`src/rtl/round_sequencer.sv`:
```
// round_sequencer: launches each permutation stage in index order, waits for
// its done pulse, and repeats for NUM_ROUNDS rounds. It reports completion
// with a one-cycle done, or latches error on a timeout or a done from the
// wrong stage.
module round_sequencer #(
  parameter int NUM_ROUNDS = 24,
  parameter int NUM_STAGES = 5,
  parameter int RND_W      = 5,
  parameter int TIMEOUT    = 4095,
  localparam int SIDX_W    = (NUM_STAGES > 1) ? $clog2(NUM_STAGES) : 1,
  localparam int TMR_W     = $clog2(TIMEOUT + 1)
) (
  input  logic                  clk,
  input  logic                  rst,
  input  logic                  start,
  input  logic [NUM_STAGES-1:0] stage_done,
  output logic [NUM_STAGES-1:0] stage_en,
  output logic [RND_W-1:0]      round_idx,
  output logic [SIDX_W-1:0]     stage_idx,
  output logic                  busy,
  output logic                  done,
  output logic                  error
);

  typedef enum logic [2:0] {
    S_IDLE,
    S_ISSUE,
    S_WAIT,
    S_NEXT,
    S_FIN,
    S_ERR
  } state_t;

  state_t                r_state;
  logic [RND_W-1:0]      r_round;
  logic [SIDX_W-1:0]     r_stage;
  logic [TMR_W-1:0]      r_timer;
  logic [NUM_STAGES-1:0] r_stage_en;
  logic                  r_busy;
  logic                  r_done;
  logic                  r_error;

  logic [NUM_STAGES-1:0] w_sel;
  logic                  w_own_done;
  logic                  w_foreign_done;

  // One-hot select for a stage index.
  function automatic logic [NUM_STAGES-1:0] onehot(input logic [SIDX_W-1:0] idx);
    return NUM_STAGES'(1) << idx;
  endfunction

  // Split the done inputs into the expected stage and every other stage.
  always_comb begin
    w_sel          = onehot(r_stage);
    w_own_done     = |(stage_done & w_sel);
    w_foreign_done = |(stage_done & ~w_sel);
  end

  // Sequencer FSM; every output is registered alongside the state.
  always_ff @(posedge clk) begin
    if (!rst) begin
      r_state    <= S_IDLE;
      r_round    <= '0;
      r_stage    <= '0;
      r_timer    <= '0;
      r_stage_en <= '0;
      r_busy     <= 1'b0;
      r_done     <= 1'b0;
      r_error    <= 1'b0;
    end else begin
      // Enable and done are pulses; they are only raised on the edge that
      // enters ISSUE or FIN.
      r_stage_en <= '0;
      r_done     <= 1'b0;
      case (r_state)
        S_IDLE: begin
          r_round <= '0;
          r_stage <= '0;
          if (start) begin
            r_state    <= S_ISSUE;
            r_stage_en <= onehot('0);
            r_busy     <= 1'b1;
          end
        end
        S_ISSUE: begin
          r_timer <= '0;
          r_state <= S_WAIT;
        end
        S_WAIT: begin
          // The expected done wins over a simultaneous timeout.
          if (w_own_done) begin
            r_state <= S_NEXT;
          end else if (w_foreign_done || (r_timer == TMR_W'(TIMEOUT))) begin
            r_state <= S_ERR;
            r_busy  <= 1'b0;
            r_error <= 1'b1;
          end else begin
            r_timer <= r_timer + TMR_W'(1);
          end
        end
        S_NEXT: begin
          if (r_stage < SIDX_W'(NUM_STAGES - 1)) begin
            r_stage    <= r_stage + SIDX_W'(1);
            r_stage_en <= onehot(r_stage + SIDX_W'(1));
            r_state    <= S_ISSUE;
          end else if (r_round < RND_W'(NUM_ROUNDS - 1)) begin
            r_stage    <= '0;
            r_round    <= r_round + RND_W'(1);
            r_stage_en <= onehot('0);
            r_state    <= S_ISSUE;
          end else begin
            r_done  <= 1'b1;
            r_state <= S_FIN;
          end
        end
        S_FIN: begin
          // Indices are cleared here so they already read zero in IDLE.
          r_round <= '0;
          r_stage <= '0;
          r_busy  <= 1'b0;
          r_state <= S_IDLE;
        end
        S_ERR: begin
          // Frozen until reset; start is deliberately ignored.
          r_state <= S_ERR;
        end
        default: begin
          r_state <= S_IDLE;
          r_busy  <= 1'b0;
        end
      endcase
    end
  end

  assign stage_en  = r_stage_en;
  assign round_idx = r_round;
  assign stage_idx = r_stage;
  assign busy      = r_busy;
  assign done      = r_done;
  assign error     = r_error;

endmodule

```
`config.mk`:
```
export PLATFORM = sky130hd
export DESIGN_NAME = round_sequencer
export DESIGN_NICKNAME = d
export VERILOG_FILES = /design/src/rtl/round_sequencer.sv
export SDC_FILE = /design/constraint.sdc
export NUM_CORES = 1
export LEC_CHECK = 0
export CAP_MARGIN = 10
export CORE_AREA = 2 2 53 60
export DETAILED_ROUTE_END_ITERATION = 10
export DIE_AREA = 0 0 55 62
export PLACE_DENSITY_LB_ADDON = 0.2
export RECOVER_POWER = 50
export SLEW_MARGIN = 30
export SYNTH_ARGS = -nofsm -noshare
export SYNTH_HDL_FRONTEND = slang
export SYNTH_SLANG_ARGS = --single-unit
export TNS_END_PERCENT = 20
```
`constraint.sdc`:
```
create_clock -name clk -period 4 [get_ports clk]
set_input_delay 0.6 -clock clk [delete_from_list [all_inputs] [get_ports clk]]
set_output_delay 0.6 -clock clk [all_outputs]
set_load 0.03 [all_outputs]
```
==> results.cfg, run 1 <==
[timing]
slew_headroom_pct = 56.9
fin_setup_tns_ns = 0
max_clock_freq_mhz = 407
grt_setup_unrepaired = no
clock_skew_ns = 0.00982
hold_viol = 0
min_period_over_period_pct = 61.4
worst_pin_slew_ns = 0.642
fin_ws_ns = 1.54
finalCriticalPeriod_ns = 2.46
setup_violations = 0
slew_violations = 0

[global_route]
grt_pass1_wl_mm = 5.49
grt-ovfl-total = 0
grt_pass1_vias = 1292
grt_max_degree = 24
grt_usage_pct = 22.7
antenna_found_initial = 0

[power_and_ir_drop]
p_leak_nw = 0.680
ir_drop_mv = 0.246
total_power_uw = 586
power_density_nw_per_um2 = 320

[synthesis]
yosysWarnings = 0
syn_area_sq_um = 1550
synthCells = 189
synth_flop_cell = dfxtp_1
syn-num-nets = 206
synth.avg_cell_area_sq_um = 8.21
synth_edf_count = 0
synth_cell_types = 45
synthArstFlopShare_pct = 0
ys_seq_area_share_pct = 40.0
ys_ff_latch = 31

[critical_path]
critPathMaxFanout = 23
worstPathRequired_ns = 4.26
setup.worst_path.end_class = register
worst_ep_arrival_time_ns = 2.72
cp-start-kind = input port
timing.setup.critical_path_class = input port to register

[cts]
ctsHoldBuffers = 0
cts_sinks = 31
cts_made_buffers = 5
h-tree-depth = 2
ctsResizeCount = 0
cts-root-buf = clkbuf_4
clockBufferDepth = 2
clk_latency_ns = 0.33
cts_tree = built
postCtsSetupRepairBufs = 0
path_clk_slew_ns = 0.09

[detailed_routing]
drt_iter0_markers = 59
wirelength_mm = 3.43
vias = 1399
dr.pass1.iters = 4
drc = 0
wire_per_inst_microns = 14.0
ant_nets = 0
viasPerCell = 5.71

[floorplan]
dieHeight_microns = 62
io_pins = 24
core_sq_um = 2890
initial_utilization_pct = 53.7
rows = 21
die_area_sq_um = 3410
die_x_microns = 55

[final_layout]
layout-drive-gt1-share_pct = 4.27
antennaDiodeCount = 0
final_nets = 229
fin_area_sq_um = 1830
synthToLayoutAreaGrowth_pct = 18.0

[status]
status = finished clean

[placement]
preCtsSetupSlack_ns = 1.23
dp.final_hpwl_mm = 2.50
port_buffers = 23
place_area_sq_um = 1790
place_congestion = 0.852

[worst_hold_path]
hp-class = register to register

[flow_run]
max_cap_viol_count = 0
-- flip-flops by register name, summed over array words and instances, names as in the netlist --
signal     flops
stage_idx      3
round_idx      5
stage_en       5
r_state        3
error          1
done           1
busy           1
r_timer       12
-- area by class of cell --
class | count | area (sq um)
fill | 260 | 1060
multi-input combinational | 139 | 851
sequential | 31 | 621
timing repair buffer | 23 | 230
inverter | 12 | 45.0
tap | 34 | 42.5
clock buffer | 6 | 41.3
-- cell usage in the layout (no fill, tap or decap), types with 5 or more instances in the layout --
cell,n
a21oi_1,14
and3_1,6
clkbuf_4,5
clkdlybuf4s50_1,15
dfxtp_1,31
dlygate4sd3_1,8
ha_1,9
inv_1,10
nand2_1,15
nand3_1,12
nor2_1,18
o21ai_0,16
or3_1,8
-- worst max-delay path, stage by stage --
cell and delay [ns]:
clkdlybuf4s50_1 0.45, inv_1 0.08, o22ai_1 0.08, or4b_4 0.55
or2_4 0.35, or4_1 0.43, a21oi_1 0.17
-- path summary, 6_finish.rpt --
path | start | to | slack [ns] | depth (start not counted)
worst min-delay path | error | error | 0.50 | 1
worst min register to register | error | error | 0.50 | 1
worst max register to register | stage_idx[0] | r_timer[8] | 1.56 | 8
worst max-delay path | stage_done[1] | r_timer[8] | 1.54 | 7
-- kinds of logic (layout without fill, tap and decap cells) --
family                   Yosys count  count (layout)  share of synthesized area [%]
AND/OR/NAND/NOR                   76              76                           25.2
AO/OA/AOI/OAI                     48              48                           18.7
flip-flops                        31              31                           40.0
buffers and inverters             19              41                           5.16
adder cells (fa/ha/maj)            9               9                           7.26
XOR/XNOR                           3               3                           1.69
multiplexers                       3               3                           1.94
-- cells in the mapped netlist (2+ instances only) --
| cell type | n | area, sq um |
|---|---|---|
| nor3_1 | 2 | 10.0 |
| nor2_1 | 18 | 67.6 |
| or4_1 | 2 | 15.0 |
| clkbuf_1 | 5 | 18.8 |
| nand3_1 | 12 | 60.1 |
| ha_1 | 9 | 113 |
| o31ai_1 | 3 | 22.5 |
| and2_1 | 3 | 18.8 |
| nor4_1 | 2 | 12.5 |
| o21ai_0 | 16 | 80.1 |
| dfxtp_1 | 31 | 621 |
| o21a_1 | 2 | 15.0 |
| inv_1 | 10 | 37.5 |
| or3_1 | 8 | 50.1 |
| a21oi_1 | 14 | 70.1 |
| xor2_1 | 2 | 17.5 |
| nand2_1 | 15 | 56.3 |
| and3_1 | 6 | 37.5 |
| mux2i_1 | 3 | 30.0 |
-- per-layer routing --
layer	up-vias	track usage (%)	share of wire (%)
met5	-	0	0
met4	0	10.5	2.6
met3	11	7.89	3.8
met2	33	40.6	51
met1	642	23.5	43
li1	713	-	-
-- per-stage QoR --
step	utilization, %	hold slack [ns]	cells
2_1_floorplan	-	0.458	189
3_3_place_gp	61.9	0.466	239
3_5_place_dp	61.9	0.481	239
4_1_cts	63.3	0.504	245
5_1_grt	63.3	0.529	245
6_report	63.3	0.495	245
-- where the power goes --
group | internal, mW | total [mW] | switching [mW] | leakage, nW
Sequential | 0.318 | 0.330 | 0.0125 | 0.251
Clock | 0.0624 | 0.164 | 0.101 | 0.0242
Combinational | 0.0384 | 0.0916 | 0.0533 | 0.405
Total | 0.418 | 0.586 | 0.167 | 0.680
(Power assumes the default switching activity.)
==> inputs of run 2 (changes only) <==
Settings changed: CORE_AREA 2 2 53 60 to 2 2 58 66, DIE_AREA 0 0 55 62 to 0 0 60 68.
Clock period 4 ns to 2.2 ns, I/O delays scaled along.
==> run 2 against run 1 <==
- the run now ends with negative setup slack left
- critical endpoint unchanged
- cell area up 15%
- highest routed layer unchanged
- worst hold slack improved by 0.014 ns
- critical path depth is 1 higher
- count of clock-buffer cells in the layout up 2
- clock power increased to 2.9 times the previous value
- largest power group unchanged
- global-route usage down 4.0 points
- sequential power grew 82%
==> results.cfg, run 2 (same netlist as run 1, synthesis figures left out) <==
[floorplan]
dieHeight_microns = 68
initial_utilization_pct = 44.6
core_sq_um = 3480
io_pins = 24
rows = 23
die_x_microns = 60
die_area_sq_um = 4080

[global_route]
antenna_found_initial = 0
grt_pass1_vias = 1439
grt_max_degree = 18
grt_usage_pct = 18.7
grt-ovfl-total = 0
grt_pass1_wl_mm = 5.77

[cts]
cts_sinks = 31
cts-root-buf = clkbuf_8
cts_made_buffers = 5
path_clk_slew_ns = 0.06
clk_latency_ns = 0.28
clockBufferDepth = 2
ctsHoldBuffers = 0
cts_tree = built
h-tree-depth = 2

[critical_path]
r2r_start = stage_idx[1]
rrSetupSlack_ns = -0.04
worstPathRequired_ns = 2.40
crit_family = simple AND/OR/NAND/NOR gates
slowest_stage = or4_4
crit_chain = inv_4, ha_4, a222oi_1, o21a_1, nand4b_1, or2_4, or4_4, a21oi_2
r2r_cells = 8
critPathMaxFanout = 5
setup.worst_path.end_class = register
worst_ep_arrival_time_ns = 2.44
crit_end = r_timer[8]
r2r-end = r_timer[8]
timing.setup.critical_path_class = register to register
critPathBufInv = 1
cp-start-kind = register
crit_path_start = stage_idx[1]
slowest_delay_ns = 0.42
worst-path-stages = 8

[timing]
fin_setup_tns_ns = -0.0756
worst_pin_slew_ns = 0.756
setup_violations = 4
grt_setup_unrepaired = yes
max_clock_freq_mhz = 446
slew_headroom_pct = 49.2
min_period_over_period_pct = 102
slew_violations = 0
hold_viol = 0
finalCriticalPeriod_ns = 2.24
fin_ws_ns = -0.0413
clock_skew_ns = 0.00645

[final_layout]
layout-drive-gt1-share_pct = 17.5
multi_input_area_sq_um = 922
antennaDiodeCount = 0
top_register = r_timer
finish.utilization_pct = 60.3
final_common_cell = dfxtp_1
layout_common_cells = 29 x dfxtp_1, 18 x nor2_1, 17 x clkdlybuf4s50_1
final_nets = 245
n_fill_cell = 326
fin_area_sq_um = 2100
synthToLayoutAreaGrowth_pct = 35.2
largest_reg_flops = 12
regArea_sq_um = 628

[power_and_ir_drop]
clkPwrFrac_pct = 38.2
power_switching_uw = 324
intPower_uw = 941
power_density_nw_per_um2 = 603
ir_drop_mv = 0.373
total_power_mw = 1.26
combPwrFrac_pct = 14.3
power.share.sequential_pct = 47.5
p_leak_nw = 0.788
switching_share_pct = 25.6

[detailed_routing]
wirelength_mm = 3.78
dr.pass1.iters = 4
drc = 0
wire_per_inst_microns = 13.6
viasPerCell = 5.49
ant_nets = 0
drt_iter0_markers = 96
vias = 1531

[placement]
port_buffers = 23
preCtsSetupSlack_ns = -0.235
place_area_sq_um = 1900
dp.final_hpwl_mm = 2.73
place_congestion = 0.780

[status]
status = finished with violations
violations = negative setup slack

[flow_run]
max_cap_viol_count = 0

[worst_hold_path]
hp-class = register to register
hp-start = error
==> run 2: changes by cell type in the layout (fill, tap and decap cells not counted), sizes merged <==
cell and delta:
dlygate4sd3 -2, clkdlybuf4s50 +2, or2 +2, clkbuf +2, buf +14
==> run 2: metal layers <==
layer  part of all wire [%]  global-route usage [%]
met5                      0                       0
met4                    1.6                    9.72
met3                    2.6                    3.97
met2                     55                    35.7
met1                     41                    18.5
==> run 2: final cells by class <==
type | instances | share of cell area (%)
multi-input cells | 141 | 43.9
flip-flops and latches | 31 | 29.9
repair buffers | 37 | 16.0
clock buffers | 8 | 4.77
well taps | 50 | 2.98
inverters | 12 | 2.39
==> run 2: power by group through the flow <==
stage,Clock [mW],Sequential (mW),Combinational [mW]
5_1_grt,0.518,0.603,0.199
6_report,0.483,0.600,0.181
3_5_place_dp,0,0.612,0.177
2_1_floorplan,0,0.621,0.102
4_1_cts,0.494,0.600,0.178
3_3_place_gp,0,0.610,0.172
==> run 2: what timing repair did <==
action / in CTS / in global routing
pin swaps: 1 / 9
setup endpoints to repair: 5 / 9
setup buffers: 1 / 2
resized for setup: 2 / 15
gates cloned: 0 / 2
==> run 2: how the worst min path moves through the flow <==
| stage | to | slack [ns] | cells after the start |
|---|---|---|---|
| 3_5_place_dp | r_timer[11] | 0.49 | 2 |
| 4_1_cts | r_timer[11] | 0.50 | 2 |
| 6_report | error | 0.51 | 1 |
| 3_3_place_gp | r_timer[11] | 0.47 | 2 |
| 5_1_grt | error | 0.53 | 1 |
| 2_1_floorplan | r_timer[9] | 0.46 | 2 |
==> run 2: through the flow <==
step,hold WS [ns],std cells
CTS,0.504,275
global placement,0.472,266
finish,0.509,279
global route,0.529,279
detailed placement,0.491,266
floorplan,0.458,189
==> run 2: worst reg2reg max path: cells and delay by family (launching register included) <==
family | cells | cell delay [ns]
buffers and inverters | 1 | 0.04
and+or+nand+nor | 3 | 0.92
AOI/OAI and AO/OA | 3 | 0.67
adders and majority gates | 1 | 0.16
DFF | 1 | 0.37
